File: src/rtl/fa_ser_pkg.sv
// Shared types and defaults for the bit-serial full-adder controller.
package fa_ser_pkg;

   typedef enum logic [1:0] {
      IDLE = 2'd0,
      RUN  = 2'd1,
      DONE = 2'd2
   } state_e;

   localparam int WIDTH_DEF  = 8;
   localparam int SETTLE_DEF = 1;

endpackage

File: src/rtl/fa_ser_shreg.sv
// WIDTH-bit register with synchronous clear, parallel load and right shift
// taking a serial bit in at the MSB.
module fa_ser_shreg #(
   parameter int WIDTH = 8
) (
   input  logic             clk,
   input  logic             rst_n,
   input  logic             clr,
   input  logic             load,
   input  logic             shift,
   input  logic [WIDTH-1:0] load_val,
   input  logic             ser_in,
   output logic [WIDTH-1:0] q
);

   logic [WIDTH-1:0] q_d;
   logic [WIDTH-1:0] q_q;

   // Clear beats load beats shift.
   always_comb begin
      q_d = q_q;
      if (clr) begin
         q_d = {WIDTH{1'b0}};
      end else if (load) begin
         q_d = load_val;
      end else if (shift) begin
         q_d = {ser_in, q_q[WIDTH-1:1]};
      end else begin
         q_d = q_q;
      end
   end

   always_ff @(posedge clk) begin
      if (!rst_n) begin
         q_q <= {WIDTH{1'b0}};
      end else begin
         q_q <= q_d;
      end
   end

   assign q = q_q;

endmodule

File: src/rtl/fa_serial_adder.sv
// Bit-serial adder controller: drives an external 1-bit full-adder cell LSB-first
// and assembles its Sum/C_out into a registered WIDTH-bit result with carry out.
module fa_serial_adder
   import fa_ser_pkg::*;
#(
   parameter int WIDTH  = WIDTH_DEF,
   parameter int SETTLE = SETTLE_DEF
) (
   input  logic             clk,
   input  logic             rst_n,
   input  logic             in_valid,
   output logic             in_ready,
   input  logic [WIDTH-1:0] op_a,
   input  logic [WIDTH-1:0] op_b,
   input  logic             c_in,
   output logic             out_valid,
   input  logic             out_ready,
   output logic [WIDTH-1:0] sum,
   output logic             cout,
   output logic             fa_a,
   output logic             fa_b,
   output logic             fa_cin,
   input  logic             fa_sum,
   input  logic             fa_cout
);

   localparam int BW = $clog2(WIDTH);
   localparam int SW = $clog2(SETTLE + 1);
   localparam logic [BW-1:0] BIT_LAST    = BW'(WIDTH - 1);
   localparam logic [SW-1:0] SETTLE_LAST = SW'(SETTLE - 1);

   state_e           state_q;
   state_e           state_d;
   logic             in_ready_q;
   logic             in_ready_d;
   logic             out_valid_q;
   logic             out_valid_d;
   logic [WIDTH-1:0] sum_q;
   logic [WIDTH-1:0] sum_d;
   logic             cout_q;
   logic             cout_d;
   logic             carry_q;
   logic             carry_d;
   logic [BW-1:0]    bit_cnt_q;
   logic [BW-1:0]    bit_cnt_d;
   logic [SW-1:0]    settle_cnt_q;
   logic [SW-1:0]    settle_cnt_d;

   logic             op_load;
   logic             op_clr;
   logic             sr_shift;
   logic [WIDTH-1:0] opa_sr;
   logic [WIDTH-1:0] opb_sr;
   logic [WIDTH-1:0] sum_sr;
   logic [WIDTH-1:0] sum_next;
   logic             sr_bits_unused;

   // Operand registers are cleared when idle so their LSBs hold the FA drives at 0.
   fa_ser_shreg #(.WIDTH(WIDTH)) u_opa_sr (
      .clk      (clk),
      .rst_n    (rst_n),
      .clr      (op_clr),
      .load     (op_load),
      .shift    (sr_shift),
      .load_val (op_a),
      .ser_in   (1'b0),
      .q        (opa_sr)
   );

   fa_ser_shreg #(.WIDTH(WIDTH)) u_opb_sr (
      .clk      (clk),
      .rst_n    (rst_n),
      .clr      (op_clr),
      .load     (op_load),
      .shift    (sr_shift),
      .load_val (op_b),
      .ser_in   (1'b0),
      .q        (opb_sr)
   );

   fa_ser_shreg #(.WIDTH(WIDTH)) u_sum_sr (
      .clk      (clk),
      .rst_n    (rst_n),
      .clr      (1'b0),
      .load     (op_load),
      .shift    (sr_shift),
      .load_val ({WIDTH{1'b0}}),
      .ser_in   (fa_sum),
      .q        (sum_sr)
   );

   assign sum_next       = {fa_sum, sum_sr[WIDTH-1:1]};
   assign sr_bits_unused = ^{opa_sr[WIDTH-1:1], opb_sr[WIDTH-1:1], sum_sr[0]};

   // Next-state, handshake and sampling control.
   always_comb begin
      state_d      = state_q;
      in_ready_d   = in_ready_q;
      out_valid_d  = out_valid_q;
      sum_d        = sum_q;
      cout_d       = cout_q;
      carry_d      = carry_q;
      bit_cnt_d    = bit_cnt_q;
      settle_cnt_d = settle_cnt_q;
      op_load      = 1'b0;
      op_clr       = 1'b0;
      sr_shift     = 1'b0;

      case (state_q)
         IDLE: begin
            if (in_valid && in_ready_q) begin
               op_load      = 1'b1;
               carry_d      = c_in;
               bit_cnt_d    = {BW{1'b0}};
               settle_cnt_d = {SW{1'b0}};
               in_ready_d   = 1'b0;
               state_d      = RUN;
            end else begin
               carry_d = 1'b0;
            end
         end
         RUN: begin
            if (settle_cnt_q == SETTLE_LAST) begin
               sr_shift     = 1'b1;
               settle_cnt_d = {SW{1'b0}};
               if (bit_cnt_q == BIT_LAST) begin
                  // Last bit: publish result and park the FA drives at 0.
                  op_clr      = 1'b1;
                  sum_d       = sum_next;
                  cout_d      = fa_cout;
                  carry_d     = 1'b0;
                  bit_cnt_d   = {BW{1'b0}};
                  out_valid_d = 1'b1;
                  state_d     = DONE;
               end else begin
                  carry_d   = fa_cout;
                  bit_cnt_d = bit_cnt_q + BW'(1);
               end
            end else begin
               settle_cnt_d = settle_cnt_q + SW'(1);
            end
         end
         DONE: begin
            if (out_valid_q && out_ready) begin
               out_valid_d = 1'b0;
               in_ready_d  = 1'b1;
               state_d     = IDLE;
            end else begin
               out_valid_d = 1'b1;
            end
         end
         default: begin
            op_clr       = 1'b1;
            carry_d      = 1'b0;
            bit_cnt_d    = {BW{1'b0}};
            settle_cnt_d = {SW{1'b0}};
            out_valid_d  = 1'b0;
            in_ready_d   = 1'b1;
            state_d      = IDLE;
         end
      endcase
   end

   // State, counters, carry and registered outputs.
   always_ff @(posedge clk) begin
      if (!rst_n) begin
         state_q      <= IDLE;
         in_ready_q   <= 1'b1;
         out_valid_q  <= 1'b0;
         sum_q        <= {WIDTH{1'b0}};
         cout_q       <= 1'b0;
         carry_q      <= 1'b0;
         bit_cnt_q    <= {BW{1'b0}};
         settle_cnt_q <= {SW{1'b0}};
      end else begin
         state_q      <= state_d;
         in_ready_q   <= in_ready_d;
         out_valid_q  <= out_valid_d;
         sum_q        <= sum_d;
         cout_q       <= cout_d;
         carry_q      <= carry_d;
         bit_cnt_q    <= bit_cnt_d;
         settle_cnt_q <= settle_cnt_d;
      end
   end

   assign in_ready  = in_ready_q;
   assign out_valid = out_valid_q;
   assign sum       = sum_q;
   assign cout      = cout_q;
   assign fa_a      = opa_sr[0];
   assign fa_b      = opb_sr[0];
   assign fa_cin    = carry_q;

endmodule

File: config.mk
export PLATFORM = sky130hd
export DESIGN_NAME = fa_serial_adder
export DESIGN_NICKNAME = d
export VERILOG_FILES = /design/src/rtl/fa_ser_pkg.sv /design/src/rtl/fa_ser_shreg.sv /design/src/rtl/fa_serial_adder.sv
export SDC_FILE = /design/constraint.sdc
export NUM_CORES = 1
export LEC_CHECK = 0
export CAP_MARGIN = 20
export CORE_MARGIN = 5
export CORE_UTILIZATION = 45
export CTS_CLUSTER_DIAMETER = 120
export DETAILED_ROUTE_END_ITERATION = 12
export PLACE_DENSITY = 0.75
export SLEW_MARGIN = 20
export SYNTH_ARGS = -nofsm -noshare
export SYNTH_HDL_FRONTEND = slang
export SYNTH_SLANG_ARGS = --single-unit
File: constraint.sdc
create_clock -name clk -period 1.5 [get_ports clk]
set_input_delay 0.225 -clock clk [delete_from_list [all_inputs] [get_ports clk]]
set_output_delay 0.225 -clock clk [all_outputs]
set_load 0.1 [all_outputs]
# [Yosys cells after proc, flatten, opt, wreduce, memory -nomap -nowiden]
# Index checks and enable logic that the tools add are counted.
[totals] register_bits=42 rom_bits=0 elab_cells=72 mem_count=0 ramBits=0 latch_bits=0 input_bits=23
[classes] shift=0 n_reduce_logical=14 n_eq_ne=7 div=0 n_bitwise=5 mul=0 n_addsub=2 magnitude_cmp=0 n_mux=33
[op_table] operator="two-way mux 8 bit" count=4
[op_table] operator="two-way mux 1 bit" count=15
[op_table] operator="one-hot mux 1 bit (3 select lines)" count=4
[op_table] operator="AND reduction 3 bit" count=4
[op_table] operator="two-way mux 3 bit" count=3
[op_table] operator="one-hot mux 3 bit (3 select lines)" count=1
[op_table] operator="two-way mux 2 bit" count=4
[op_table] operator="!= test 2 bit (second input constant)" count=4
[op_table] operator="one-hot mux 2 bit (3 select lines)" count=1
[op_table] operator="OR reduction 2 bit" count=3
[op_table] operator="NOT 1 bit" count=5
[op_table] operator="AND reduction 2 bit" count=2
[op_table] operator="AND reduction 4 bit" count=1
[op_table] operator="adder 3 x 1 -> 3 bit (second input constant)" count=1
[op_table] operator="equality test 3 bit (second input constant)" count=1
[op_table] operator="equality test 2 x 1 -> 1 bit (second input constant)" count=1
[op_table] operator="equality test 2 bit (second input constant)" count=1
[op_table] operator="logical AND 1 bit" count=2
[op_table] operator="zero test 2 bit" count=1
[op_table] operator="one-hot mux 1 bit (2 select lines)" count=1
[op_table] operator="nonzero test 2 bit" count=1
[op_table] operator="adder 1 bit (second input constant)" count=1

# [Logic depth before layout (Yosys ltp)]
# Gate-level depths: netlist of run 1.
[logic_depth] ltp_word=5 ltp_mapped=7 depth_no_buf=5

# [By module]
# A second synthesis of run 1 with hierarchy kept.
[hier_totals] cells_unflattened=198 hier_area_um2=1919.3
[by_module_without_submodules] module="fa_ser_shreg" n_inst=3 cells_per_inst=36 area_each_um2=375.4
[by_module_without_submodules] module="fa_serial_adder" n_inst=1 cells_per_inst=90 area_each_um2=793.3

# [Worst setup path before layout of run 1]
# No wires, ideal clock.
[synth_path] path_type="reg2reg" from="register in_ready_q, in the netlist in_ready" to="register bit_cnt_q[0]" slack_ps=-328 arrival_ps=1758 stages_incl_launch_ff=4 n_path_buf=0 setup_time_ps=70 required_time_ps=1430 period_less_slack_ps=1828 cell_sequence="dfxtp_1 a21boi_2 or4b_1 a21boi_1"
[synth_between] elab_chain_cells=3
[synth_lines] item="from (decl)" line_no="fa_serial_adder.sv:34" rtl="logic in_ready_q;"
[synth_lines] item="from (signal assigned)" line_no="fa_serial_adder.sv:177" rtl="in_ready_q <= in_ready_d;"
[synth_lines] item="logical AND 1 bit" line_no="fa_serial_adder.sv:111" rtl="if (in_valid && in_ready_q) begin"
[synth_lines] item="!= test 2 bit (no line)"
[synth_lines] item="AND reduction 3 bit (no line)"
[synth_lines] item="to (signal assigned)" line_no="fa_serial_adder.sv:173" rtl="bit_cnt_q <= {BW{1'b0}};"
[synth_lines] item="to (signal assigned)" line_no="fa_serial_adder.sv:182" rtl="bit_cnt_q <= bit_cnt_d;"
[synth_lines] item="to (decl)" line_no="fa_serial_adder.sv:44" rtl="logic [BW-1:0] bit_cnt_q;"
# No other way between the ends.
# A chain may end at the register's enable or synchronous reset.

# [Final worst setup path of run 1]
[layout_path] from="register state_q[0]" to="register bit_cnt_q[0]"
[layout_between] elab_chain_cells=3 word_cells_on_any_way=8 cone_classes="eq/ne (4); mux (1); bitwise (1); reduce/logical (2)"
[layout_lines] item="from (decl)" line_no="fa_serial_adder.sv:32" rtl="state_e state_q;"
[layout_lines] item="from (signal assigned)" line_no="fa_serial_adder.sv:176" rtl="state_q <= state_d;"
[layout_lines] item="equality test 2 x 1 -> 1 bit, or another cell as far along" line_no="fa_serial_adder.sv:109" rtl="case (state_q)"
[layout_lines] item="!= test 2 bit (no line) or NOT 1 bit (tied branches)"
[layout_lines] item="AND reduction 3 bit (no line)"
# Several ways; a longest one is shown, not always the timed one.

==> results of run 1 <==
synth_stat cells:
| library cell | number | share of area, % |
|---|---|---|
| a21oi_1 | 2 | 0.57 |
| buf_2 | 4 | 1.1 |
| buf_4 | 2 | 0.85 |
| o311ai_0 | 1 | 0.50 |
| a211oi_1 | 14 | 6.0 |
| nand3b_1 | 2 | 0.85 |
| or4b_1 | 1 | 0.57 |
| a21boi_1 | 1 | 0.43 |
| nand2b_1 | 1 | 0.36 |
| inv_1 | 4 | 0.85 |
| ha_1 | 6 | 4.3 |
| o41ai_1 | 1 | 0.50 |
| a21boi_0 | 9 | 3.8 |
| o31ai_1 | 2 | 0.85 |
| nor2b_1 | 1 | 0.36 |
| clkbuf_1 | 6 | 1.3 |
| nand3_1 | 12 | 3.4 |
| and3_1 | 1 | 0.36 |
| dfxtp_1 | 40 | 46 |
| nor2_1 | 23 | 4.9 |
| mux2i_1 | 23 | 13 |
| a21boi_2 | 2 | 1.3 |
| nand3b_2 | 1 | 0.64 |
| nor3_1 | 2 | 0.57 |
| o311a_1 | 2 | 1.1 |
| o211ai_1 | 1 | 0.43 |
| a221oi_1 | 1 | 0.50 |
| nand2_1 | 17 | 3.6 |
| o21ai_0 | 3 | 0.85 |
| and2b_2 | 1 | 0.50 |
registers in the layout (all words and copies together), names as in the netlist:
register	flops
sum	8
u_sum_sr.q	7
in_ready	1
fa_cin	1
out_valid	1
state_q	2
u_opb_sr.q	8
cout	1
u_opa_sr.q	8
bit_cnt_q	3
layout make-up:
class | count | area (um2) | area share [%]
well taps | 48 | 60.1 | 2.30
flip-flops and latches | 40 | 807 | 30.9
multi-input cells | 130 | 956 | 36.6
clock inverters | 2 | 15.0 | 0.576
inverters | 4 | 15.0 | 0.576
clock buffers | 6 | 82.6 | 3.17
repair buffers | 54 | 673 | 25.8
worst max-delay path, delay by kind of cell (launching register included):
kind                     cells  cell delay (ps)
buffers and inverters        1               90
flip-flops                   1              360
AND/OR/NAND/NOR              1              470
adder cells (fa/ha/maj)      1              230
AO/OA/AOI/OAI                2              300
repair_timing:
action	4_1_cts	5_1_grt
buffers inserted	1	2
pin swaps	2	1
endpoints found under the setup margin	2	29
gates resized for setup	7	9
hold buffers	0	0
cell families after synthesis:
group	Yosys count
buffers and inverters	16
and+or+nand+nor	62
AOI/OAI and AO/OA	39
DFF	40
muxes	23
adders and majority gates	6
worst max path at each step:
stage | start | endpoint | slack [ps] | cells after the start
after detailed placement | bit_cnt_q[0]$_SDFFE_PN0P_ | bit_cnt_q[0]$_SDFFE_PN0P_ | -60 | 5
final | state_q[0]$_SDFFE_PN0P_ | bit_cnt_q[0]$_SDFFE_PN0P_ | -20 | 5
after global placement | bit_cnt_q[0]$_SDFFE_PN0P_ | bit_cnt_q[0]$_SDFFE_PN0P_ | -30 | 5
after global routing | state_q[1]$_SDFFE_PN0P_ | bit_cnt_q[0]$_SDFFE_PN0P_ | -120 | 5
after CTS | bit_cnt_q[0]$_SDFFE_PN0P_ | bit_cnt_q[0]$_SDFFE_PN0P_ | 7 | 5
after floorplan | bit_cnt_q[0]$_SDFFE_PN0P_ | bit_cnt_q[0]$_SDFFE_PN0P_ | -70 | 5
power by group through the flow:
stage / sequential, W / clock [W] / combinational [W]
finish: 0.00128 / 0.000746 / 0.00113
global route: 0.00129 / 0.000820 / 0.00122
CTS: 0.00127 / 0.000764 / 0.00110
detailed placement: 0.00129 / 0 / 0.00109
global placement: 0.00128 / 0 / 0.00107
floorplan: 0.00143 / 0 / 0.000552
metrics by stage:
stage	instance area (um2)	TNS (ps)	util, %
5_1_grt	2610	-527	70.2
6_report	2610	-18.2	70.2
2_1_floorplan	1760	-67.6	-
3_3_place_gp	2420	-33.5	65.1
3_5_place_dp	2420	-217	65.1
4_1_cts	2550	0	68.7
layer usage:
layer  vias up  track usage (%)
met1       686             17.4
li1        760                -
met5         -                0
met2        21             25.1
met3         5             4.85
met4         0             5.53
==> results.json, run 1 <==
{
  "status": "finished, violations left",
  "failed_checks": "setup timing",
  "routedWlPerCell_um": 13.6,
  "comb_power_share_pct": 35.8,
  "dpl.cell_count": 273,
  "cts-root-buf": "clkbuf_8",
  "synth-compound-area-share_pct": 16.9,
  "period_needed_ps": 1520,
  "antenna_found_initial": 0,
  "core_um2": 3720,
  "holdPathEnd": "bit_cnt_q[1]$_SDFFE_PN0P_",
  "slew_headroom_pct": 83.0,
  "setup_violations": 1,
  "syn_avg_cell_area_um2": 9.46,
  "final_max_slew_viol_count": 0,
  "wl_met3_um": 188,
  "p_per_area_nw_per_um2": 1210,
  "area_growth_pct": 48.3,
  "cts_max_level": 2,
  "dr_wl_met2_um": 1890,
  "cp_max_fo": 6,
  "p_sw_w": 0.00106,
  "place.gp.congestion": 0.750,
  "synth_top_family_by_area": "compound AO/OA/AOI/OAI gates",
  "drtIter0Drc": 46,
  "port-buffer-count": 36,
  "power.share.clock_pct": 23.7,
  "peakVddDrop_mv": 0.632,
  "clk_latency_ps": 290,
  "cts_made_buffers": 5,
  "drive_gt1_share_pct": 25.0,
  "final_cell_mix": "35 x dfxtp_1, 23 x mux2i_1, 22 x nor2_1, 22 x clkdlybuf4s50_1, 17 x buf_12",
  "vias": 1472,
  "cts.sinks": 40,
  "wl_met1_um": 1720,
  "grt_pass1_vias": 1389,
  "clk_pin_slew_worst_paths_ps": 80,
  "synth-adder-area-share_pct": 4.27,
  "grtUsageTotal_pct": 14.8,
  "die_height_um": 72.5,
  "final_cells": 284,
  "p_int_w": 0.00209,
  "hp-class": "reg -> reg",
  "clock_path_buffers": 2,
  "critPathKind": "reg -> reg",
  "syn_inst": 186,
  "rr_worst_depth": 5,
  "synthSimpleGateAreaFrac_pct": 16.1,
  "first_pass_iters": 4,
  "slowest_delay_ps": 470,
  "worstHoldPathCells": 2,
  "r2r-end": "bit_cnt_q[0]$_SDFFE_PN0P_",
  "slowest_stage": "or4b_1",
  "max_clock_freq_ghz": 0.659,
  "row_count": 22,
  "drt-total-wl_um": 3850,
  "swShare_pct": 33.8,
  "die_area_um2": 5260,
  "dp_slack_ps": -56.4,
  "reg2reg_from": "state_q[0]$_SDFFE_PN0P_",
  "top_layer": "met4",
  "drv_cap": 0,
  "whs_ps": 481,
  "die_w_um": 72.5,
  "worstPathArrival_ps": 1730,
  "hold_viol_final": 0,
  "hold_path_startpoint": "bit_cnt_q[1]$_SDFFE_PN0P_",
  "avgViaCountPerCell": 5.18,
  "grt_pass1_wl_um": 6190,
  "drtAntennaViolNets": 0,
  "netlist_area_um2": 1760,
  "skew_ps": 7.30,
  "cts_tree": "done",
  "synth_nets": 215,
  "worst_setup_path_start_kind": "flip-flop",
  "seq_area_frac_synth_pct": 45.5,
  "grt_max_degree": 32,
  "yosys_warnings": 0,
  "ys_ff_latch": 40,
  "diodes": 0,
  "nets": 264,
  "end_kind": "flip-flop",
  "p_leak_nw": 0.972,
  "grt_remaining_overflow": 0,
  "fin_ws_ps": -18.2,
  "regToRegSetupSlack_ps": -20,
  "crit_chain": "inv_1, ha_2, a21boi_2, or4b_1, a21boi_1",
  "drc": 0,
  "power_w": 0.00315,
  "synth_cell_types": 30,
  "synthMuxAreaShare_pct": 13.1,
  "worst_pin_slew_ps": 252,
  "synthXorXnorAreaFrac_pct": 0,
  "timing.final.crit_share_pct": 101,
  "seq_power_share_pct": 40.5,
  "fillCellCount": 282,
  "pin_count": 37,
  "rsz0062_at_grt": "true",
  "crit_required_ps": 1720,
  "initial_utilization_pct": 47.3,
  "dpl.hpwl_um": 2650,
  "layout_commonest_cell": "dfxtp_1"
}
Note: power is estimated with default switching activity, not from simulation.
==> run 2, diff against run 1 <==
--- a/config.mk
+++ b/config.mk
@@ -11,7 +11,6 @@
 export CTS_CLUSTER_DIAMETER = 120
 export DETAILED_ROUTE_END_ITERATION = 12
 export PLACE_DENSITY = 0.75
-export SLEW_MARGIN = 20
 export SYNTH_ARGS = -nofsm -noshare
 export SYNTH_HDL_FRONTEND = slang
 export SYNTH_SLANG_ARGS = --single-unit
==> results of run 2 <==
Final layout, timing and power as in run 1 (identical DEF).
